$ cat src/rtl/cpu_params_pkg.sv
// cpu_params_pkg: shared constants for the RV32IM 5-stage core.
// Contents:
//   - Stage indices for the per-stage control vectors.
//   - Flush masks used by the pipeline sequencer.
//   - State type of the pipeline flush/halt sequencer.
package cpu_params_pkg;

  // Bit positions in per-stage control vectors (e.g. flush_out)
  localparam int STG_FET = 0;
  localparam int STG_DEC = 1;
  localparam int STG_EXE = 2;
  localparam int STG_MEM = 3;

  // A mispredict resolves in Execute, so only the younger Fetch/Decode
  // contents are wrong. A trap retires from Write-back and kills everything.
  localparam logic [3:0] FLUSH_MIS  = 4'b0011;
  localparam logic [3:0] FLUSH_TRAP = 4'b1111;

  typedef enum logic [2:0] {
    PS_RUN      = 3'd0,
    PS_FLUSH    = 3'd1,
    PS_REDIRECT = 3'd2,
    PS_DRAIN    = 3'd3,
    PS_HALTED   = 3'd4
  } psched_state_t;

endpackage

$ cat src/rtl/pipe_sched_if.sv
// pipe_sched_if: redirect handshake between the pipeline sequencer and Fetch.
// Signals:
//   redirect_valid_out  sequencer -> Fetch, corrected PC is valid
//   redirect_pc_out     sequencer -> Fetch, corrected PC
//   redirect_rdy_in     Fetch -> sequencer, PC accepted this cycle
// Modports: master (sequencer side), slave (Fetch side).
interface pipe_sched_if #(
  parameter int PC_SZ = 32
);
  logic             redirect_valid_out;
  logic [PC_SZ-1:0] redirect_pc_out;
  logic             redirect_rdy_in;

  modport master (
    output redirect_valid_out,
    output redirect_pc_out,
    input  redirect_rdy_in
  );

  modport slave (
    input  redirect_valid_out,
    input  redirect_pc_out,
    output redirect_rdy_in
  );
endinterface

$ cat src/rtl/pipe_sched.sv
// pipe_sched: pipeline flush/halt sequencer.
// Arbitrates trap (Write-back) > mispredict (Execute) > halt request and
// drives the per-stage flush, the shared stall and the Fetch redirect.
// Ports:
//   clk_in, reset_in      clock, asynchronous active-low reset
//   mis_in, mis_pc_in     mispredict pulse and corrected PC
//   trap_in, trap_pc_in   trap pulse and trap vector PC
//   halt_req_in           level, debug halt request
//   resume_in             pulse, leave HALTED
//   pipe_empty_in         all stages empty
//   redir                 redirect handshake to Fetch (master modport)
//   flush_out             per-stage flush, bit0 Fetch .. bit3 Mem
//   cpu_halt_out          stall all stage inputs
//   halted_out            core halted and drained
//   flush_cnt_out         saturating count of flushes issued
// All outputs decode only registered state, so no input reaches an output
// combinationally.
module pipe_sched
  import cpu_params_pkg::*;
#(
  parameter int PC_SZ  = 32,
  parameter int CNT_SZ = 16
) (
  input  logic              clk_in,
  input  logic              reset_in,
  input  logic              mis_in,
  input  logic [PC_SZ-1:0]  mis_pc_in,
  input  logic              trap_in,
  input  logic [PC_SZ-1:0]  trap_pc_in,
  input  logic              halt_req_in,
  input  logic              resume_in,
  input  logic              pipe_empty_in,
  pipe_sched_if.master      redir,
  output logic [3:0]        flush_out,
  output logic              cpu_halt_out,
  output logic              halted_out,
  output logic [CNT_SZ-1:0] flush_cnt_out
);

  psched_state_t     state_reg, state_next;
  logic [PC_SZ-1:0]  pc_reg, pc_next;
  logic [3:0]        mask_reg, mask_next;
  logic [CNT_SZ-1:0] cnt_reg;
  logic              flush_event;

  always_ff @(posedge clk_in or negedge reset_in) begin
    if (!reset_in) begin
      state_reg <= PS_RUN;
      pc_reg    <= '0;
      mask_reg  <= '0;
      cnt_reg   <= '0;
    end else begin
      state_reg <= state_next;
      pc_reg    <= pc_next;
      mask_reg  <= mask_next;
      if (flush_event && (cnt_reg != {CNT_SZ{1'b1}}))
        cnt_reg <= cnt_reg + CNT_SZ'(1);
    end
  end

  always_comb begin
    state_next  = state_reg;
    pc_next     = pc_reg;
    mask_next   = mask_reg;
    flush_event = 1'b0;

    unique case (state_reg)
      PS_RUN, PS_DRAIN: begin
        if (trap_in) begin
          state_next  = PS_FLUSH;
          pc_next     = trap_pc_in;
          mask_next   = FLUSH_TRAP;
          flush_event = 1'b1;
        end else if (mis_in) begin
          state_next  = PS_FLUSH;
          pc_next     = mis_pc_in;
          mask_next   = FLUSH_MIS;
          flush_event = 1'b1;
        end else if (state_reg == PS_RUN) begin
          if (halt_req_in) state_next = PS_DRAIN;
        end else if (pipe_empty_in) begin
          state_next = PS_HALTED;
        end else if (!halt_req_in) begin
          state_next = PS_RUN;
        end
      end
      // Mispredicts are ignored once a redirect is in flight; only a trap
      // can override the pending PC.
      PS_FLUSH, PS_REDIRECT: begin
        if (trap_in) begin
          state_next  = PS_FLUSH;
          pc_next     = trap_pc_in;
          mask_next   = FLUSH_TRAP;
          flush_event = 1'b1;
        end else if (state_reg == PS_FLUSH) begin
          state_next = PS_REDIRECT;
        end else if (redir.redirect_rdy_in) begin
          // A halt requested meanwhile resumes draining after the redirect
          state_next = halt_req_in ? PS_DRAIN : PS_RUN;
        end
      end
      PS_HALTED: begin
        if (resume_in && !halt_req_in) state_next = PS_RUN;
      end
      default: state_next = PS_RUN;
    endcase
  end

  assign flush_out              = (state_reg == PS_FLUSH) ? mask_reg : 4'b0000;
  assign cpu_halt_out           = (state_reg != PS_RUN);
  assign halted_out             = (state_reg == PS_HALTED);
  assign redir.redirect_valid_out = (state_reg == PS_REDIRECT);
  assign redir.redirect_pc_out    = pc_reg;
  assign flush_cnt_out          = cnt_reg;

endmodule

$ cat src/flat_wrapper.sv
// flat-port wrapper written by rule: the top's interface ports become plain ports
module pipe_sched_flat import cpu_params_pkg::*;
#(
  parameter int PC_SZ  = 32,
  parameter int CNT_SZ = 16
)
  (clk_in, reset_in, mis_in, mis_pc_in, trap_in, trap_pc_in, halt_req_in, resume_in, pipe_empty_in, flush_out, cpu_halt_out, halted_out, flush_cnt_out, redir_redirect_valid_out, redir_redirect_pc_out, redir_redirect_rdy_in);
  pipe_sched_if #(.PC_SZ(PC_SZ)) redir_i ();
  input  logic clk_in;
  input  logic reset_in;
  input  logic mis_in;
  input  logic [PC_SZ-1:0] mis_pc_in;
  input  logic trap_in;
  input  logic [PC_SZ-1:0] trap_pc_in;
  input  logic halt_req_in;
  input  logic resume_in;
  input  logic pipe_empty_in;
  output logic [3:0] flush_out;
  output logic cpu_halt_out;
  output logic halted_out;
  output logic [CNT_SZ-1:0] flush_cnt_out;
  output wire logic [$bits(redir_i.redirect_valid_out)-1:0] redir_redirect_valid_out;
  output wire logic [$bits(redir_i.redirect_pc_out)-1:0] redir_redirect_pc_out;
  input wire logic [$bits(redir_i.redirect_rdy_in)-1:0] redir_redirect_rdy_in;
  assign redir_redirect_valid_out = redir_i.redirect_valid_out;
  assign redir_redirect_pc_out = redir_i.redirect_pc_out;
  assign redir_i.redirect_rdy_in = redir_redirect_rdy_in;
  pipe_sched #(.PC_SZ(PC_SZ), .CNT_SZ(CNT_SZ)) u_core (.clk_in(clk_in), .reset_in(reset_in), .mis_in(mis_in), .mis_pc_in(mis_pc_in), .trap_in(trap_in), .trap_pc_in(trap_pc_in), .halt_req_in(halt_req_in), .resume_in(resume_in), .pipe_empty_in(pipe_empty_in), .redir(redir_i), .flush_out(flush_out), .cpu_halt_out(cpu_halt_out), .halted_out(halted_out), .flush_cnt_out(flush_cnt_out));
endmodule
$ cat config.mk
export PLATFORM = sky130hd
export DESIGN_NAME = pipe_sched_flat
export DESIGN_NICKNAME = d
export VERILOG_FILES = /design/src/rtl/cpu_params_pkg.sv /design/src/rtl/pipe_sched_if.sv /design/src/rtl/pipe_sched.sv /design/src/flat_wrapper.sv
export SDC_FILE = /design/constraint.sdc
export NUM_CORES = 1
export LEC_CHECK = 0
export BUFFER_PORTS_ARGS = -buffer_cell sky130_fd_sc_hd__buf_2
export CAP_MARGIN = 40
export CELL_PAD_IN_SITES_DETAIL_PLACEMENT = 0
export CELL_PAD_IN_SITES_GLOBAL_PLACEMENT = 1
export CORE_MARGIN = 2
export CORE_UTILIZATION = 37
export CTS_CLUSTER_SIZE = 16
export DETAILED_ROUTE_END_ITERATION = 8
export GPL_ROUTABILITY_DRIVEN = 0
export GPL_TIMING_DRIVEN = 0
export PLACE_DENSITY = 0.95
export SLEW_MARGIN = 5
export SYNTH_ARGS = -nofsm -noshare
export SYNTH_HDL_FRONTEND = slang
export SYNTH_SLANG_ARGS = --single-unit
$ cat constraint.sdc
create_clock -name clk_in -period 3.6 [get_ports clk_in]
set_input_delay 0.72 -clock clk_in [delete_from_list [all_inputs] [get_ports clk_in]]
set_output_delay 0.72 -clock clk_in [all_outputs]
set_load 0.01 [all_outputs]
==> reports/qor.yml <==
synth_area_leader_cell: "dfrtp_1"
hpwl_um: 5178
max_slew_margin_pct: 56.15
cp_max_fo: 10
clk_latency_ns: 0.30
seq_area_um2: 1326
holdWs_ns: 0.3874
drc: 0
total_power_mw: 2.191
grt_pass1_vias: 2341
cts_buffers: 5
grt_use_total_pct: 16.62
cts_hold_buf: 0
clkSinkCount: 53
worst_slew_pin_slew_ns: 0.6528
row_count: 31
startpoint_type: "flip-flop"
clk_pin_slew_worst_paths_ns: 0.09
hp-class: "in2async"
antenna_found_initial: 0
period_minus_slack_ns: 2.346
async_flop_share_pct: 100.0
cts_buffer_depth: 2
tritoncts: "done"
outcome: "finished clean"
worstPathArrival_ns: 1.63
reg2reg_depth: 7
yosysMostFrequentCell: "dfrtp_1"
setup_violations: 0
die_area_um2: 8117
synth_cell_types: 38
vias: 2371
ys_seq_area_share_pct: 48.36
ctsResizeCount: 0
first_pass_iters: 4
clock_skew_ns: 0.004637
synthesis.nets: 332
cts_setup_buffers: 0
area_delta_synth_final_pct: 31.84
ys_top_cells_by_area: "dfrtp_1, mux2i_1, o21ai_0"
max-cap-violations: 0
power.density_nw_per_um2: 605.9
synth_edf_count: 0
syn_inst: 259
grt_pass1_wl_um: 11190
drive_gt1_share_pct: 41.33
drt-total-wl_um: 6520
multi_input_area_um2: 1289
largest_reg_flops: 32
via_per_inst: 4.829
ir_worst_vdd_uv: 345.3
fmax_mhz: 426.2
dieWidth_um: 90.10
antenna_left: 0
hold_viol: 0
die_y_um: 90.10
synth.avg_cell_area_um2: 10.59
fill_cells: 694
io_buffers: 125
yosys_warnings: 0
synth_seq_cells: 53
initial_core_util_pct: 38.02
ys_top_cells_by_count: "dfrtp_1, nand2_1, o21ai_0, mux2i_1, xor2_1"
root_buffer: "clkbuf_8"
required_ns: 2.88
r2r_slack_ns: 1.79
end_kind: "output port"
syn_area_um2: 2743
drt_iter0_markers: 34
drv_slew: 0
r2r_start: "u_core.state_reg[0]"
synth-main-ff-cell: "dfrtp_1"
critPathKind: "reg2out"
antennaDiodeCount: 0
grt_max_degree: 33
yosys.area.top_type_share_pct: 48.36
grt.overflow.total: 0
wl_per_cell_um: 13.28
cts-htree-levels: 2
io_pins: 127
p_leak_nw: 1.870
rsz0062_at_grt: "no"
core_area_um2: 7214
crit_path_start: "u_core.state_reg[1]"
tns_ns: 0
final_nets: 465
min_period_over_period_pct: 65.18
-- area by class of cell --
cell class              count  share of cell area (%)
clock buffers               5                   1.903
inverters                   5                  0.5190
well taps                  99                   3.426
clock inverters             2                  0.9689
repair buffers            126                   17.85
flip-flops and latches     53                   36.68
multi-input cells         183                   35.64
plain buffers              18                   3.010
-- cell families after synthesis --
family	after synthesis	share of synthesized area (%)
AND/OR/NAND/NOR	88	19.48
flip-flops	53	48.36
AO/OA/AOI/OAI	44	9.170
multiplexers	34	12.50
buffers and inverters	23	4.654
XOR/XNOR	16	5.384
adder cells (fa/ha/maj)	1	0.4561
-- stage by stage --
step	setup slack, ns	cells	cell area, µm²	utilization (%)
2_1_floorplan	1.714	259	2743	-
3_3_place_gp	1.463	483	3492	48.40
3_5_place_dp	1.409	484	3512	48.68
4_1_cts	1.233	491	3616	50.12
5_1_grt	1.137	491	3616	50.12
6_report	1.254	491	3616	50.12
-- cells in the final DEF (no fill, tap or decap), types with 3 or more instances in the layout --
cell,instances
xor2_1,13
clkbuf_1,5
clkbuf_8,5
buf_4,5
nor4_2,4
nor4_1,3
dfrtp_1,53
mux2i_1,32
nor3_1,6
nor2_1,3
nand2_1,42
nand3_1,3
and3_1,3
inv_1,5
nor4_4,3
nand4_1,4
nor2b_1,3
o21ai_0,36
buf_2,131
-- metal layers --
| metal | routed length (µm) | up-vias | share of wire, % | GRT usage (%) |
|---|---|---|---|---|
| met4 | 89 | 0 | 1.4 | 4.359 |
| met5 | 0 | - | 0 | 0 |
| met1 | 2933 | 1112 | 45 | 22.01 |
| li1 | - | 1167 | - | - |
| met2 | 3119 | 84 | 48 | 27.69 |
| met3 | 377 | 8 | 5.8 | 3.604 |
-- power by group --
group	total [mW]	switching [mW]	internal, mW
Combinational	0.894	0.490	0.404
Clock	0.386	0.183	0.202
Sequential	0.911	0.132	0.779
-- worst max-delay path: stages, from the launching register on --
cell and delay (ns):
dfrtp_1 0.41, clkbuf_1 0.33, nor2_1 0.12, and3_1 0.22
buf_4 0.13, buf_2 0.13
-- final timing paths --
kind,endpoint
min in group clk_in,u_core.mask_reg[1]
worst min register to register,u_core.mask_reg[1]
worst min-delay path,u_core.redir.redirect_pc_out[11]
worst max-delay path,flush_out[1]
worst max register to register,u_core.redir.redirect_pc_out[21]
max in group asynchronous,u_core.mask_reg[1]
Power figures use the tool's default switching activity.
